**src/rtl/lector_pixeles_mem_param.sv**
```systemverilog
// Memory read controller + word FIFO that unpacks fetched words into pixels for the window.
// Define PIXEL_MSB_PRIMERO_EN to hand out pixels MSB-first instead of LSB-first.
module lector_pixeles_mem_param #(
    parameter int BITS_MEMORY_DATA   = 32,
    parameter int BITS_PIXEL         = 8,
    parameter int BITS_DIRECCION_MEM = 14,
    parameter int BITS_PUNTERO_FIFO  = 2
) (
    input  logic                          clk,
    input  logic                          reset,
    input  logic                          iniciar,
    input  logic [BITS_DIRECCION_MEM-1:0] direccion_mem_inicio_img,
    input  logic [BITS_DIRECCION_MEM-1:0] lecturas_totales_mem,
    input  logic                          lectura_mem_completada,
    input  logic [BITS_MEMORY_DATA-1:0]   memory_data,
    input  logic                          read_pixel,
    output logic                          read_mem,
    output logic [BITS_DIRECCION_MEM-1:0] address_mem,
    output logic [BITS_PIXEL-1:0]         pixel,
    output logic                          data_available,
    output logic                          ocupado,
    output logic                          terminado
);
    localparam int PIX_POR_PALABRA = BITS_MEMORY_DATA / BITS_PIXEL;
    localparam int PROFUNDIDAD     = 1 << BITS_PUNTERO_FIFO;
    localparam int BITS_IDX        = (PIX_POR_PALABRA > 1) ? $clog2(PIX_POR_PALABRA) : 1;

    localparam logic [BITS_IDX-1:0]           IDX_ULTIMO   = BITS_IDX'(PIX_POR_PALABRA - 1);
    localparam logic [BITS_IDX-1:0]           IDX_UNO      = BITS_IDX'(1);
    localparam logic [BITS_PUNTERO_FIFO:0]    CUENTA_LLENA = (BITS_PUNTERO_FIFO + 1)'(PROFUNDIDAD);
    localparam logic [BITS_PUNTERO_FIFO:0]    CUENTA_UNO   = (BITS_PUNTERO_FIFO + 1)'(1);
    localparam logic [BITS_PUNTERO_FIFO-1:0]  PTR_UNO      = BITS_PUNTERO_FIFO'(1);
    localparam logic [BITS_DIRECCION_MEM-1:0] DIR_UNO      = BITS_DIRECCION_MEM'(1);

    typedef enum logic [1:0] {REPOSO, LEER, DRENAR, FIN} estado_t;

    estado_t                         estado_q, estado_d;
    logic [BITS_DIRECCION_MEM-1:0]   dir_q, dir_d;
    logic [BITS_DIRECCION_MEM-1:0]   restantes_q, restantes_d;
    logic                            read_mem_q, read_mem_d;
    logic [BITS_MEMORY_DATA-1:0]     fifo_q [PROFUNDIDAD];
    logic [BITS_MEMORY_DATA-1:0]     fifo_d [PROFUNDIDAD];
    logic [BITS_PUNTERO_FIFO-1:0]    wr_ptr_q, wr_ptr_d;
    logic [BITS_PUNTERO_FIFO-1:0]    rd_ptr_q, rd_ptr_d;
    logic [BITS_PUNTERO_FIFO:0]      cuenta_q, cuenta_d;
    logic [BITS_IDX-1:0]             idx_q, idx_d;

    logic                                     hay_dato, push, avanza, pop;
    logic [PIX_POR_PALABRA-1:0][BITS_PIXEL-1:0] cabeza;
    logic [BITS_IDX-1:0]                      sel;

    assign hay_dato = (cuenta_q != '0);
    // A strobe only counts while a read is actually outstanding.
    assign push     = read_mem_q && lectura_mem_completada;
    assign avanza   = read_pixel && hay_dato;
    assign pop      = avanza && (idx_q == IDX_ULTIMO);
    assign cabeza   = fifo_q[rd_ptr_q];

`ifdef PIXEL_MSB_PRIMERO_EN
    assign sel = IDX_ULTIMO - idx_q;
`else
    assign sel = idx_q;
`endif

    always_comb begin
        estado_d    = estado_q;
        dir_d       = dir_q;
        restantes_d = restantes_q;
        read_mem_d  = read_mem_q;
        case (estado_q)
            REPOSO, FIN: begin
                if (iniciar) begin
                    dir_d       = direccion_mem_inicio_img;
                    restantes_d = lecturas_totales_mem;
                    estado_d    = (lecturas_totales_mem == '0) ? FIN : LEER;
                end
            end
            LEER: begin
                if (push) begin
                    read_mem_d  = 1'b0;
                    dir_d       = dir_q + DIR_UNO;
                    restantes_d = restantes_q - DIR_UNO;
                    if (restantes_q == DIR_UNO) estado_d = DRENAR;
                end else if (!read_mem_q && (cuenta_q < CUENTA_LLENA)) begin
                    read_mem_d = 1'b1;
                end
            end
            DRENAR: begin
                if (!hay_dato && (idx_q == '0)) estado_d = FIN;
            end
            default: estado_d = REPOSO;
        endcase
    end

    always_comb begin
        fifo_d   = fifo_q;
        wr_ptr_d = wr_ptr_q;
        rd_ptr_d = rd_ptr_q;
        cuenta_d = cuenta_q;
        idx_d    = idx_q;
        if (push) begin
            fifo_d[wr_ptr_q] = memory_data;
            wr_ptr_d         = wr_ptr_q + PTR_UNO;
        end
        if (pop) rd_ptr_d = rd_ptr_q + PTR_UNO;
        case ({push, pop})
            2'b10:   cuenta_d = cuenta_q + CUENTA_UNO;
            2'b01:   cuenta_d = cuenta_q - CUENTA_UNO;
            default: cuenta_d = cuenta_q;
        endcase
        if (avanza) idx_d = pop ? '0 : idx_q + IDX_UNO;
    end

    always_ff @(posedge clk or negedge reset) begin
        if (!reset) begin
            estado_q    <= REPOSO;
            dir_q       <= '0;
            restantes_q <= '0;
            read_mem_q  <= 1'b0;
            wr_ptr_q    <= '0;
            rd_ptr_q    <= '0;
            cuenta_q    <= '0;
            idx_q       <= '0;
            for (int i = 0; i < PROFUNDIDAD; i++) fifo_q[i] <= '0;
        end else begin
            estado_q    <= estado_d;
            dir_q       <= dir_d;
            restantes_q <= restantes_d;
            read_mem_q  <= read_mem_d;
            wr_ptr_q    <= wr_ptr_d;
            rd_ptr_q    <= rd_ptr_d;
            cuenta_q    <= cuenta_d;
            idx_q       <= idx_d;
            fifo_q      <= fifo_d;
        end
    end

    assign read_mem       = read_mem_q;
    assign address_mem    = dir_q;
    assign data_available = hay_dato;
    assign pixel          = hay_dato ? cabeza[sel] : '0;
    assign ocupado        = (estado_q == LEER) || (estado_q == DRENAR);
    assign terminado      = (estado_q == FIN);
endmodule

```
**config.mk**
```make
export PLATFORM = sky130hd
export DESIGN_NAME = lector_pixeles_mem_param
export DESIGN_NICKNAME = d
export VERILOG_FILES = /design/src/rtl/lector_pixeles_mem_param.sv
export SDC_FILE = /design/constraint.sdc
export NUM_CORES = 1
export LEC_CHECK = 0
export CORE_MARGIN = 3
export CORE_UTILIZATION = 40
export DETAILED_ROUTE_END_ITERATION = 10
export SLEW_MARGIN = 20
export SYNTH_ARGS = -nofsm -noshare
export SYNTH_HDL_FRONTEND = slang
export SYNTH_SLANG_ARGS = --single-unit
```
**constraint.sdc**
```tcl
create_clock -name clk -period 2.45 [get_ports clk]
set_input_delay 0.49 -clock clk [delete_from_list [all_inputs] [get_ports clk]]
set_output_delay 0.49 -clock clk [all_outputs]
set_load 0.02 [all_outputs]
```
### Yosys cells after proc, flatten, opt, wreduce, memory -nomap -nowiden

Cells that the tools add are included.

| cells by class | value |
|---|---|
| $add $sub $neg | 7 |
| multiply operators | 0 |
| divide/modulo/power cells | 0 |
| $lt $le $gt $ge | 5 |
| equality and inequality tests | 11 |
| shift-type cells | 0 |
| multiplexer cells | 25 |
| bitwise operators | 2 |
| reduce and logical (&&, ||, !) cells | 20 |

Operators by type and width:

| cell | count |
|---|---|
| $bwmux 128 | 1 |
| $mux 32 | 3 |
| $bmux 32 s2 | 1 |
| $demux 32 s2 | 1 |
| $mux 14 | 4 |
| $pmux 14 s2 | 2 |
| $bmux 8 s2 | 1 |
| $mux 8 | 2 |
| $add 14x1->14 const B | 1 |
| $eq 14x1->1 const B | 1 |
| $logic_not 14->1 | 1 |
| $sub 14x1->14 const B | 1 |
| $mux 2 | 6 |
| $eq 2x2->1 const B | 4 |
| $ne 2x2->1 const B | 4 |
| $add 2x1->2 const B | 3 |
| $ge 3x3->1 const B | 2 |
| $logic_and 1x1->1 | 6 |
| $not 2->3 | 2 |
| $pmux 2 s3 | 1 |
| $pmux 3 s2 | 1 |
| $reduce_bool 2->1 | 3 |
| $eq 2x1->1 const B | 2 |
| $logic_not 2->1 | 2 |
| 13 further kinds | 15 |

| storage, ports and cells | value |
|---|---|
| bits in registers | 168 |
| bits in latches | 0 |
| memory bits (writable) | 0 |
| bits in read-only memories | 0 |
| input bits | 65 |
| output and inout bits | 26 |
| word-level logic and storage cells | 82 |
| memories | 0 |

### Depth between registers and ports, before layout

| logic depth | value |
|---|---|
| word-level depth | 7 |
| depth in mapped cells | 10 |
| depth with buffers taken out | 9 |

### Worst setup path after synthesis

No wires, ideal clock.

| path | value |
|---|---|
| path kind | flip-flop to output port |
| start | register rd_ptr_q[0] |
| end | output port pixel[6] |
| data arrival time | 1.632 ns |
| data required time | 1.960 ns |
| slack | 0.328 ns |
| cell stages (with the launch flop) | 6 |
| buffers on the path | 2 |
| cells stage by stage | dfrtp_1 -> buf_2 -> buf_2 -> mux4_2 -> a22oi_1 -> nand2_1 |

| between the ends | value |
|---|---|
| longest elaborated chain between the ends | 7 |

RTL lines:

| item | line | RTL |
|---|---|---|
| start, declared | 44 | `logic [BITS_PUNTERO_FIFO-1:0] rd_ptr_q, rd_ptr_d;` |
| start signal, assigned | 131 | `rd_ptr_q <= rd_ptr_d;` |
| $not 2->3 (implied by the code) | 57 | `assign cabeza = fifo_q[rd_ptr_q];` |
| $bmux 32 s2 | 57 |  |
| $mux 32 (implied by the code) (2 in series) | 57 |  |
| $bmux 8 s2 | 141 | `assign pixel = hay_dato ? cabeza[sel] : '0;` |
| $mux 8 (implied by the code) | 141 |  |
| $mux 8 | 141 |  |
| end, declared | 19 | `output logic [BITS_PIXEL-1:0] pixel,` |

No other way between the ends. The select of a mux whose other input is x is not followed.

### Final worst setup path

| path | value |
|---|---|
| start | register rd_ptr_q[0] |
| end | output port pixel[0] |

Same word-level chain as after synthesis.

==> summary.txt <==
Yosys
  • Syn Inst Count: 615
  • Flop and latch count out of synthesis: 168
  • Distinct cell type count after synthesis: 49
  • Post-synth top flop: dfrtp_1
  • Post-Syn Nets: 695
  • Post-synth EDFFs: 0
  • Synthesized area: 0.00815 mm^2
  • Sequential-to-total area share from yosys stat: 51.6%
  • Async set-reset flop share out of synthesis: 100%
  • Avg Inst Size Synth: 13.3 um^2
  • Synth warn: 0

STA
  • Least-Margin Pin Slew: 0.493 ns
  • RSZ-0062 raised after global routing: yes
  • Final Max Tran Viols: 0
  • Setup violations, final: 8
  • Minimum clock period after layout: 2.65 ns
  • Setup_tns: -1.12 ns
  • Final hold violation count: 0
  • Period Utilization, post-route: 108%
  • Max Clk Rate: 377 MHz
  • Clk_skew: 0.0160 ns
  • Slew HR: 67.1%
  • Worst setup margin: -0.201 ns

Cells and area
  • Final core utilization: 53.0%
  • Most frequent cells in the layout: 167 x dfrtp_1, 130 x mux2_2, 80 x clkdlybuf4s50_1
  • Final net count: 815
  • Synthesis-to-finish area growth: 28.4%
  • Commonest non-fill, non-tap cell in the layout: dfrtp_1
  • Layout cells sized above 1: 35.2%
  • Non-filler cells, final: 1014

Detailed routing
  • Met3 wire len: 632 um
  • Vias per inst: 5.44
  • Drt wl/cell: 19.8 um
  • DRT antenna net count: 0
  • Via Count: 5516
  • DRT iter0 DRCs: 245
  • Metal-1 WL: 9.09 mm
  • Residual DRC count: 0
  • Routed WL: 20.0 mm
  • Top Layer Used: met4
  • Met2 WL: 10.1 mm
  • First-pass iteration count of the detailed router: 4

Global route
  • First-pass GRT wire length: 31.7 mm
  • Number of global-route vias before repair: 5771
  • Largest net degree at the start of global routing: 53
  • Grt ovf: 0
  • Initial antenna violation count: 1
  • Total Routing Usage GR: 18.4%

Setup path
  • Slowest-stage cell, CP: mux4_2
  • Max incr delay on CP: 0.50 ns
  • Worst r2r src: restantes_q[0]$_DFFE_PN0P_
  • Critical path peak fanout: 5
  • Crit path buf inv count: 4
  • Setup CP Type: register to output port
  • Critical path required time: 1.96 ns
  • Worst EP arrival: 2.16 ns
  • Critical Path End Type: output port
  • CP Cell Sequence: buf_12 > buf_12 > buf_16 > mux4_2 > mux2i_2 > o22ai_1 > buf_4
  • Largest delay share family, worst path: multiplexers
  • Worst reg-to-reg path cell count: 7
  • CP most frequent cell: buf_12
  • Reg-to-reg setup timing slack: 0.24 ns
  • Reg2Reg Capture Point: restantes_q[12]$_DFFE_PN0P_
  • Startpoint class of the critical path: register

Clock tree
  • CTS tree: yes
  • Clock Latency Late Sink: 0.44 ns
  • TritonCTS Sinks: 168
  • Clock Path Buffers: 2
  • Total CTS buffers: 17
  • CTS Root Cell: clkbuf_16
  • Reg clk slew, reported paths: 0.07 ns
  • CTS H-tree depth: 4

Floorplan
  • Initial Utilization: 41.3%
  • Site Rows: 51
  • Die Y: 149 um
  • # IOs: 91
  • Die footprint: 0.0221 mm^2
  • Core region area: 0.0197 mm^2
  • Die extent in x: 149 um

Power and ir drop
  • Power Total: 15.6 mW
  • Power Density: 1490 mW/mm^2
  • Leakage: 4.43 nW
  • Peak VDD IR: 668 uV

Placed design
  • Post-DP HPWL: 13.3 mm
  • Post-Place Cells: 969
  • Gpl congestion: 0.806
  • Number of port buffers: 90

Run status
  • Status: finished, violations left
  • Failing checks: negative setup slack

Hold path
  • WHS Path Cells: 1
  • Hold_sp: fifo_q[41]$_DFFE_PN0P_
  • Tightest Hold Check Type: register to register
  • Hold EP: fifo_q[41]$_DFFE_PN0P_

Job
  • Max-cap violations: 0
[Yosys cell counts, types with 11 or more instances]
library cell / count / area (um^2)
o21ai_0: 22 / 110
o22ai_1: 16 / 100
mux2_2: 130 / 1460
mux2i_1: 22 / 220
mux4_2: 32 / 721
nand2_1: 29 / 109
dfrtp_1: 168 / 4200
ha_1: 14 / 175
clkbuf_1: 11 / 41.3
nor3_1: 13 / 65.1
a21oi_1: 20 / 100
nand3_1: 12 / 60.1
nor2_1: 20 / 75.1
inv_1: 16 / 60.1
buf_1: 14 / 52.6
[final cells by class]
cell class                      instances  area [um^2]
Antenna cell                            1         2.50
Fill cell                            1604         9260
Clock buffer                           19          453
Tap cell                              265          332
Sequential cell                       168         4210
Timing Repair Buffer                  134         1470
Multi-Input combinational cell        396         3770
Inverter                               18         70.1
Clock inverter                         13          153
[worst reg2reg max path, cell delays in order (launching register included)]
cell and delay, ns:
dfrtp_1 0.41, inv_1 0.10, ha_1 0.19, or3b_4 0.42, nor4b_4 0.38, nor3b_1 0.29, mux2i_1 0.21, a21oi_1 0.08
[routing by layer]
metal  track usage, %  vias to the layer above
met5                0                        -
met4             5.49                        0
met3             3.49                       15
met2             30.7                       87
met1             24.7                     2878
li1                 -                     2536
[cells by family (layout without fill, tap and decap cells)]
group | Yosys count | count (layout) | share of synthesized area (%)
flops | 168 | 168 | 51.6
compound gates | 86 | 86 | 6.76
simple gates | 105 | 105 | 6.49
other cells | 0 | 1 | 0
xor+xnor | 6 | 6 | 0.645
buf+inv | 51 | 184 | 2.61
mux | 184 | 184 | 29.5
fa+ha+maj | 15 | 15 | 2.40
[metrics by stage]
stage / setup slack (ns) / hold slack [ns] / area [um^2]
final: -0.201 / 0.503 / 10500
after global routing: -0.282 / 0.508 / 10500
after CTS: -0.211 / 0.504 / 10400
after detailed placement: -0.0918 / 0.445 / 9640
after global placement: -0.104 / 0.457 / 9640
after floorplan: 0.328 / 0.194 / 8150
[report_power, final]
group	switching [mW]	leakage, nW	total [mW]	internal, mW
Clock	1.23	0.300	2.74	1.51
Combinational	3.47	2.13	7.70	4.23
Sequential	0.962	2.00	5.19	4.22
Total	5.66	4.43	15.6	9.96
[sequential cells by signal (all words and copies together) (netlist names)]
signal / flops
cuenta_q: 3
fifo_q: 128
rd_ptr_q: 2
estado_q: 2
restantes_q: 14
wr_ptr_q: 2
read_mem: 1
address_mem: 14
idx_q: 2
[what timing repair did]
| item | in CTS | in global routing |
|---|---|---|
| gates cloned | 3 | 1 |
| hold buffers | 1 | 0 |
| buffers inserted | 6 | 2 |
| endpoints found under the setup margin | 9 | 10 |
| endpoints found under the hold margin | 16 | 0 |
| gates resized for setup | 42 | 15 |
| pin swaps | 1 | 1 |
[worst max path at each step]
| stage | endpoint | cells after the start | slack [ns] | startpoint |
|---|---|---|---|---|
| after global placement | pixel[6] | 7 | -0.10 | rd_ptr_q[0]$_DFFE_PN0P_ |
| after detailed placement | pixel[6] | 7 | -0.09 | rd_ptr_q[0]$_DFFE_PN0P_ |
| after CTS | pixel[6] | 7 | -0.21 | rd_ptr_q[0]$_DFFE_PN0P_ |
| after global routing | pixel[0] | 7 | -0.28 | rd_ptr_q[0]$_DFFE_PN0P_ |
| after floorplan | pixel[6] | 5 | 0.33 | rd_ptr_q[0]$_DFFE_PN0P_ |
| final | pixel[0] | 7 | -0.20 | rd_ptr_q[0]$_DFFE_PN0P_ |
No activity file was read; power rests on OpenSTA's default activity.
